===== src/rtl/uart_mem_streamer.sv =====
// Streams NUM_REGIONS memory regions word by word as bytes over a valid/ready byte sink.
// Optional feature macro UART_MEM_STREAMER_CHECKSUM_EN appends a per-region checksum byte.
module uart_mem_streamer #(
    parameter int DATA_W      = 32,
    parameter int ADDR_W      = 16,
    parameter int NUM_REGIONS = 2,
    parameter int START_DELAY = 400000,
    parameter int MSB_FIRST   = 0
) (
    input  logic                                              clk_i,
    input  logic                                              rst_i,
    input  logic                                              start_i,
    input  logic [NUM_REGIONS*ADDR_W-1:0]                     region_base_i,
    input  logic [NUM_REGIONS*ADDR_W-1:0]                     region_len_i,
    output logic                                              mem_rd_o,
    output logic [ADDR_W-1:0]                                 mem_addr_o,
    input  logic [DATA_W-1:0]                                 mem_rdata_i,
    output logic                                              wvalid_o,
    input  logic                                              wready_i,
    output logic [7:0]                                        wdata_o,
    output logic                                              busy_o,
    output logic                                              done_o,
    output logic [(NUM_REGIONS > 1 ? $clog2(NUM_REGIONS) : 1)-1:0] region_o
);

    localparam int BYTES    = DATA_W / 8;
    localparam int BI_W     = (BYTES > 1) ? $clog2(BYTES) : 1;
    localparam int RG_W     = (NUM_REGIONS > 1) ? $clog2(NUM_REGIONS) : 1;
    localparam int DLY_W    = (START_DELAY > 1) ? $clog2(START_DELAY) : 1;
    localparam int DLY_INIT = (START_DELAY > 0) ? START_DELAY - 1 : 0;

    typedef enum logic [2:0] {
        S_IDLE  = 3'd0,
        S_WAIT  = 3'd1,
        S_FETCH = 3'd2,
        S_LOAD  = 3'd3,
        S_SEND  = 3'd4,
        S_NEXT  = 3'd5,
        S_DONE  = 3'd6
`ifdef UART_MEM_STREAMER_CHECKSUM_EN
        , S_CSUM = 3'd7
`endif
    } state_t;

    function automatic logic [ADDR_W-1:0] field(input logic [NUM_REGIONS*ADDR_W-1:0] v,
                                                input logic [RG_W-1:0] r);
        return v[int'(r)*ADDR_W +: ADDR_W];
    endfunction

    function automatic logic [7:0] first_byte(input logic [DATA_W-1:0] w);
        if (MSB_FIRST != 0) return w[DATA_W-1 -: 8];
        else return w[7:0];
    endfunction

    function automatic logic [DATA_W-1:0] shift_word(input logic [DATA_W-1:0] w);
        if (MSB_FIRST != 0) return w << 8;
        else return w >> 8;
    endfunction

    state_t              state_q;
    logic [DLY_W-1:0]    dly_q;
    logic [RG_W-1:0]     region_q;
    logic [ADDR_W-1:0]   word_idx_q;
    logic [BI_W-1:0]     byte_idx_q;
    logic [DATA_W-1:0]   shift_q;
    logic                mem_rd_q;
    logic [ADDR_W-1:0]   mem_addr_q;
    logic                wvalid_q;
    logic [7:0]          wdata_q;
    logic                busy_q;
    logic                done_q;
`ifdef UART_MEM_STREAMER_CHECKSUM_EN
    logic [7:0]          acc_q;
`endif

    logic [ADDR_W-1:0]   cur_base_s;
    logic [ADDR_W-1:0]   cur_len_s;
    logic [RG_W-1:0]     nxt_region_s;
    logic [ADDR_W-1:0]   word_nxt_s;
    logic [DATA_W-1:0]   shifted_s;
    logic                accept_s;

    assign cur_base_s   = field(region_base_i, region_q);
    assign cur_len_s    = field(region_len_i, region_q);
    assign nxt_region_s = region_q + RG_W'(1);
    assign word_nxt_s   = word_idx_q + ADDR_W'(1);
    assign shifted_s    = shift_word(shift_q);
    assign accept_s     = wvalid_q & wready_i;

    // The read strobe is raised on the transition into FETCH so that LOAD sees the returned word.
    always_ff @(posedge clk_i) begin
        if (rst_i) begin
            state_q    <= S_IDLE;
            dly_q      <= '0;
            region_q   <= '0;
            word_idx_q <= '0;
            byte_idx_q <= '0;
            shift_q    <= '0;
            mem_rd_q   <= 1'b0;
            mem_addr_q <= '0;
            wvalid_q   <= 1'b0;
            wdata_q    <= 8'h00;
            busy_q     <= 1'b0;
            done_q     <= 1'b0;
`ifdef UART_MEM_STREAMER_CHECKSUM_EN
            acc_q      <= 8'h00;
`endif
        end else begin
            mem_rd_q <= 1'b0;
            case (state_q)
                S_IDLE, S_DONE: begin
                    if (start_i) begin
                        state_q    <= S_WAIT;
                        done_q     <= 1'b0;
                        busy_q     <= 1'b1;
                        region_q   <= '0;
                        word_idx_q <= '0;
                        dly_q      <= DLY_W'(DLY_INIT);
`ifdef UART_MEM_STREAMER_CHECKSUM_EN
                        acc_q      <= 8'h00;
`endif
                    end
                end
                S_WAIT: begin
                    if (dly_q == '0) begin
                        state_q    <= S_FETCH;
                        mem_rd_q   <= (cur_len_s != '0);
                        mem_addr_q <= cur_base_s;
                    end else begin
                        dly_q <= dly_q - DLY_W'(1);
                    end
                end
                S_FETCH: begin
                    if (cur_len_s == '0) begin
`ifdef UART_MEM_STREAMER_CHECKSUM_EN
                        state_q  <= S_CSUM;
                        wvalid_q <= 1'b1;
                        wdata_q  <= 8'h00 - acc_q;
`else
                        state_q  <= S_NEXT;
`endif
                    end else begin
                        state_q <= S_LOAD;
                    end
                end
                S_LOAD: begin
                    shift_q    <= mem_rdata_i;
                    wdata_q    <= first_byte(mem_rdata_i);
                    wvalid_q   <= 1'b1;
                    byte_idx_q <= '0;
                    state_q    <= S_SEND;
                end
                S_SEND: begin
                    if (accept_s) begin
                        byte_idx_q <= byte_idx_q + BI_W'(1);
`ifdef UART_MEM_STREAMER_CHECKSUM_EN
                        acc_q      <= acc_q + wdata_q;
`endif
                        if (byte_idx_q == BI_W'(BYTES - 1)) begin
                            wvalid_q   <= 1'b0;
                            word_idx_q <= word_nxt_s;
                            if (word_nxt_s == cur_len_s) begin
`ifdef UART_MEM_STREAMER_CHECKSUM_EN
                                state_q  <= S_CSUM;
                                wvalid_q <= 1'b1;
                                wdata_q  <= 8'h00 - (acc_q + wdata_q);
`else
                                state_q  <= S_NEXT;
`endif
                            end else begin
                                state_q    <= S_FETCH;
                                mem_rd_q   <= 1'b1;
                                mem_addr_q <= cur_base_s + word_nxt_s;
                            end
                        end else begin
                            shift_q <= shifted_s;
                            wdata_q <= first_byte(shifted_s);
                        end
                    end
                end
`ifdef UART_MEM_STREAMER_CHECKSUM_EN
                S_CSUM: begin
                    if (accept_s) begin
                        wvalid_q <= 1'b0;
                        state_q  <= S_NEXT;
                    end
                end
`endif
                S_NEXT: begin
                    word_idx_q <= '0;
`ifdef UART_MEM_STREAMER_CHECKSUM_EN
                    acc_q      <= 8'h00;
`endif
                    if (region_q == RG_W'(NUM_REGIONS - 1)) begin
                        state_q <= S_DONE;
                        done_q  <= 1'b1;
                        busy_q  <= 1'b0;
                    end else begin
                        region_q   <= nxt_region_s;
                        state_q    <= S_FETCH;
                        mem_rd_q   <= (field(region_len_i, nxt_region_s) != '0);
                        mem_addr_q <= field(region_base_i, nxt_region_s);
                    end
                end
                default: begin
                    state_q  <= S_IDLE;
                    busy_q   <= 1'b0;
                    wvalid_q <= 1'b0;
                end
            endcase
        end
    end

    assign mem_rd_o   = mem_rd_q;
    assign mem_addr_o = mem_addr_q;
    assign wvalid_o   = wvalid_q;
    assign wdata_o    = wdata_q;
    assign busy_o     = busy_q;
    assign done_o     = done_q;
    assign region_o   = region_q;

endmodule


===== config.mk =====
export PLATFORM = sky130hd
export DESIGN_NAME = uart_mem_streamer
export DESIGN_NICKNAME = d
export VERILOG_FILES = /design/src/rtl/uart_mem_streamer.sv
export SDC_FILE = /design/constraint.sdc
export NUM_CORES = 1
export LEC_CHECK = 0
export ABC_AREA = 0
export BUFFER_PORTS_ARGS = -buffer_cell sky130_fd_sc_hd__buf_2
export CORE_MARGIN = 10
export CORE_UTILIZATION = 50
export CTS_CLUSTER_DIAMETER = 200
export DETAILED_ROUTE_END_ITERATION = 16
export GPL_ROUTABILITY_DRIVEN = 1
export GPL_TIMING_DRIVEN = 0
export PLACE_DENSITY_LB_ADDON = 0.12
export SLEW_MARGIN = 20
export SYNTH_ARGS = -nofsm -noshare
export SYNTH_HDL_FRONTEND = slang
export SYNTH_SLANG_ARGS = --single-unit
export TNS_END_PERCENT = 50

===== constraint.sdc =====
create_clock -name clk_i -period 3.4 [get_ports clk_i]
set_input_delay 0.17 -clock clk_i [delete_from_list [all_inputs] [get_ports clk_i]]
set_output_delay 0.17 -clock clk_i [all_outputs]
set_load 0.02 [all_outputs]

==> metrics.log <==
INFO  metric r2r_setup_slack = between 150 and 200 ps
INFO  metric layout_worst_path_cycle_share = 94.46%
INFO  metric clkTransAtPathRegs = approximately 70 ps
INFO  metric finalNetCount = between 1000 and 1500
INFO  metric ys.warnings.count = 0
INFO  metric endpoint_of_the_most_critical_register_to_register_path = mem_addr_o[15]
INFO  metric worstSkewPairLatency = 350 ps
INFO  metric startpoint_type = register
INFO  metric track_usage = around 23%
INFO  metric viasPerCell = 6.105
INFO  metric synth_area_per_cell = between 8 and 9 µm²
INFO  metric synth_compound_area_share = a little over a fifth
INFO  metric top_usage_layer = met2
INFO  metric first_global_vias = roughly 6400
INFO  metric grt.met1_usage = 26.47%
INFO  metric worst_ep_arrival_time = between 3000 and 4000 ps
INFO  metric gp_congestion = ~0.9
INFO  metric timing.final.max_slew_violations = 0
INFO  metric antenna-diode-count = 0
INFO  metric synthXorXnorAreaFrac = between 10% and 20%
INFO  metric timing.final.crit_period = 3212 ps
INFO  metric largest_net_degree_at_the_start_of_global_routing = 28
INFO  metric cts_made_buffers = 9
INFO  metric die_height = 130.6 µm
INFO  metric yosys.area_share.simple = a little over a fifth
INFO  metric max-cap-violations = 0
INFO  metric tritoncts = yes
INFO  metric cells_traversed_along_the_worst_timing_path = ha_2 -> and4_4 -> and4_1 -> xor2_1 -> ha_1 -> and3_1 -> a21oi_2 -> a311oi_2 -> o31ai_2 -> xnor2_1 -> a211oi_2 -> nor3_2
INFO  metric post_route_cells_drive_above_1_share = a little under a quarter
INFO  metric vias = between 6000 and 7000
INFO  metric fmax = between 300 and 400 MHz
INFO  metric synth_fp_nets = 869
INFO  metric regToRegStartpoint = word_idx_q[0]
INFO  metric cp_num_buf_inv = 0
INFO  metric ys_dominant_reg_cell = sky130_fd_sc_hd__dfxtp_1
INFO  metric post_synth_instance_area = slightly above 6000 µm²
INFO  metric critical_path.endpoint = mem_addr_o[15]
INFO  metric timing.slew.headroom = roughly 56%
INFO  metric h-tree-depth = 3
INFO  metric timing.hold.worst.class = input port to register
INFO  metric gr-total-overflow = 0
INFO  metric drt_first_iter_violations = between 500 and 600
INFO  metric r2r.worst_path.cells = 12
INFO  metric ys_async_sr_fraction = 0%
INFO  metric path_max_fanout = 6
INFO  metric buffer_ports.inserted = ~130
INFO  metric worstSetupStartpoint = word_idx_q[0]
INFO  metric postLayoutCellArea = about 7400 µm²
INFO  metric stdcell_count = slightly above 1000
INFO  metric io-pin-count = 129
INFO  metric final-hold-violation-count = 0
INFO  metric synth_area_leaders = sky130_fd_sc_hd__dfxtp_1 30%, sky130_fd_sc_hd__nor2_1 6.3%, sky130_fd_sc_hd__nand2_1 4.7%, sky130_fd_sc_hd__a221oi_1 4.4%, sky130_fd_sc_hd__mux2i_1 4.3%
INFO  metric antenna_found_initial = 0
INFO  metric cts-hold-fix-buffers = 0
INFO  metric p_leak = 3.041 nW
INFO  metric critical_path_class = register to register
INFO  metric timing.critical_path.slowest_stage_cell = sky130_fd_sc_hd__dfxtp_4
INFO  metric routed_wirelength = around 20 mm
INFO  metric timing_worst_slew_pin_value = between 600 and 700 ps
INFO  metric timing.final.setup_violations = 0
INFO  metric totalNegativeSetupSlack = 0 ps
INFO  metric synth.area.mux_share = 7.379%
INFO  metric design.core.area = between 10000 and 15000 µm²
INFO  metric detail_route.drc_violations = 0
INFO  metric first_pass_iteration_count_of_the_detailed_router = 6
INFO  metric hold-worst-slack = roughly 80 ps
INFO  metric timing.critical_path.max_delay_family = compound AO/OA/AOI/OAI gates
INFO  metric dp_hpwl = approximately 15 mm
INFO  metric ys_top_cells_by_count = 103 x sky130_fd_sc_hd__nor2_1, 93 x sky130_fd_sc_hd__dfxtp_1, 76 x sky130_fd_sc_hd__nand2_1
INFO  metric numPlacedInstances = 1025
INFO  metric crit_cells = 12
INFO  metric cp-end-kind = register
INFO  metric grt_first_pass_wirelength = about 31 mm
INFO  metric synth_top_cell_by_area = sky130_fd_sc_hd__dfxtp_1
INFO  metric synth_seq_cells = 93
INFO  metric fp.dieW = ~130 µm
INFO  metric yosysUniqueCellTypes = a little under 60
INFO  metric final_util = between 60% and 70%
INFO  metric netlist_instances = 750
INFO  metric synth_adder_area_share = roughly 4%
INFO  metric die_area = roughly 17000 µm²
INFO  metric cpPeakStageDelay = about 400 ps
INFO  metric vdd_drop_max = between 0.2 and 0.25 mV
INFO  metric gr-usage-met3 = roughly 4.8%
INFO  metric result_of_the_run = finished clean
INFO  metric row_count = 40
INFO  metric initial_utilization = between 50% and 60%
INFO  metric synth_top_family_by_area = simple AND/OR/NAND/NOR gates
INFO  metric cts_root_buf = sky130_fd_sc_hd__clkbuf_16
INFO  metric clk_path_buf_depth = 2
INFO  metric area_growth_syn_to_layout = 20.13%
INFO  metric netlist.area_leader.share = 30.42%
INFO  metric fraction_of_the_yosys_area_taken_by_sequential_cells = 30.42%
INFO  metric finalClockSkew = ~6.4 ps
INFO  metric antenna_violating_nets_post_route = 0
INFO  metric grt_util_met2 = between 30% and 40%
INFO  metric cp.required = between 3000 and 4000 ps
INFO  metric place_area = between 6000 and 7000 µm²
INFO  metric number_of_synthesized_flops_with_an_enable_pin = 0
INFO  metric power_density = between 400 and 500 nW/µm²
INFO  metric numClockSinks = between 90 and 100
INFO  metric yosysMostFrequentCell = sky130_fd_sc_hd__nor2_1
INFO  metric wl_per_cell = around 19 µm
## final cells by class
cell class	count	area (µm²)
buffer	55	276.5
clock buffer	10	239.0
clock inverter	5	60.06
fill	1093	4658
inverter	12	45.04
multi-input combinational	587	4025
sequential	93	1868
tap	147	183.9
timing repair buffer	130	655.6
## worst reg2reg max path, cell delays in order (launching register included)
cell and delay [ps]:
sky130_fd_sc_hd__dfxtp_4 400, sky130_fd_sc_hd__ha_2 230, sky130_fd_sc_hd__and4_4 280, sky130_fd_sc_hd__and4_1 320, sky130_fd_sc_hd__xor2_1 220, sky130_fd_sc_hd__ha_1 320, sky130_fd_sc_hd__and3_1 210, sky130_fd_sc_hd__a21oi_2 240
sky130_fd_sc_hd__a311oi_2 190, sky130_fd_sc_hd__o31ai_2 240, sky130_fd_sc_hd__xnor2_1 120, sky130_fd_sc_hd__a211oi_2 250, sky130_fd_sc_hd__nor3_2 60
## layer usage
metal  vias up  share of wire, %
met2       283                49
li1       3044                 -
met5         -                 0
met4         0               2.8
met3        43               7.1
met1      2973                41
## stage by stage
step | power [mW] | worst slack [ps]
2_1_floorplan | 1.736 | 46.96
3_3_place_gp | 1.946 | -431.8
3_5_place_dp | 1.969 | -452.0
4_1_cts | 3.001 | 8.575
5_1_grt | 3.137 | -6.249
6_report | 2.994 | 188.4
## kinds of logic (layout without fill, tap and decap cells)
kind of cell / count (synthesis) / count (layout)
AO/OA/AOI/OAI: 185 / 185
XOR/XNOR: 58 / 58
adder cells (fa/ha/maj): 19 / 19
buffers and inverters: 70 / 212
flip-flops: 93 / 93
multiplexers: 43 / 43
AND/OR/NAND/NOR: 282 / 282
## how the worst min path moves through the flow
| stage | start | end | slack, ps | cells after the start |
|---|---|---|---|---|
| floorplan | mem_rdata_i[24] | shift_q[24] | 330 | 2 |
| global placement | mem_rdata_i[28] | shift_q[28] | 430 | 3 |
| detailed placement | mem_rdata_i[27] | shift_q[27] | 430 | 3 |
| CTS | mem_rdata_i[27] | shift_q[27] | 70 | 3 |
| global route | mem_rdata_i[27] | shift_q[27] | 100 | 3 |
| finish | mem_rdata_i[27] | shift_q[27] | 80 | 3 |
## what timing repair did
item | 4_1_cts | 5_1_grt
gates resized for setup | 11 | 14
endpoints found under the setup margin | 9 | 5
pin swaps | 2 | 2
buffers inserted | 2 | 0
## layout by cell type, fill, tap and decap left out, types with 20 or more instances in the layout
master,Yosys,routed
sky130_fd_sc_hd__buf_2,4,129
sky130_fd_sc_hd__nor2_1,103,103
sky130_fd_sc_hd__dfxtp_1,93,90
sky130_fd_sc_hd__nand2_1,76,76
sky130_fd_sc_hd__a21oi_1,41,40
sky130_fd_sc_hd__clkbuf_1,39,38
sky130_fd_sc_hd__a221oi_1,31,31
sky130_fd_sc_hd__xnor2_1,26,25
sky130_fd_sc_hd__a311oi_1,26,25
sky130_fd_sc_hd__mux2i_1,26,25
sky130_fd_sc_hd__xor2_1,24,24
sky130_fd_sc_hd__nor3_1,21,20
sky130_fd_sc_hd__o21ai_0,21,20
## sequential cells by signal (all words and copies together), names as in the netlist
register    cells
mem_addr_o     16
region_o        1
shift_q        32
wvalid_o        1
word_idx_q     16
state_q         3
busy_o          1
byte_idx_q      2
dly_q          19
done_o          1
mem_rd_o        1
## where the power goes
part	total, mW	switching, mW	internal, mW
clock network	1.04	0.447	0.589
logic	0.713	0.418	0.296
registers	1.24	0.0648	1.18
total	2.99	0.930	2.06
Power figures use the tool's default switching activity.
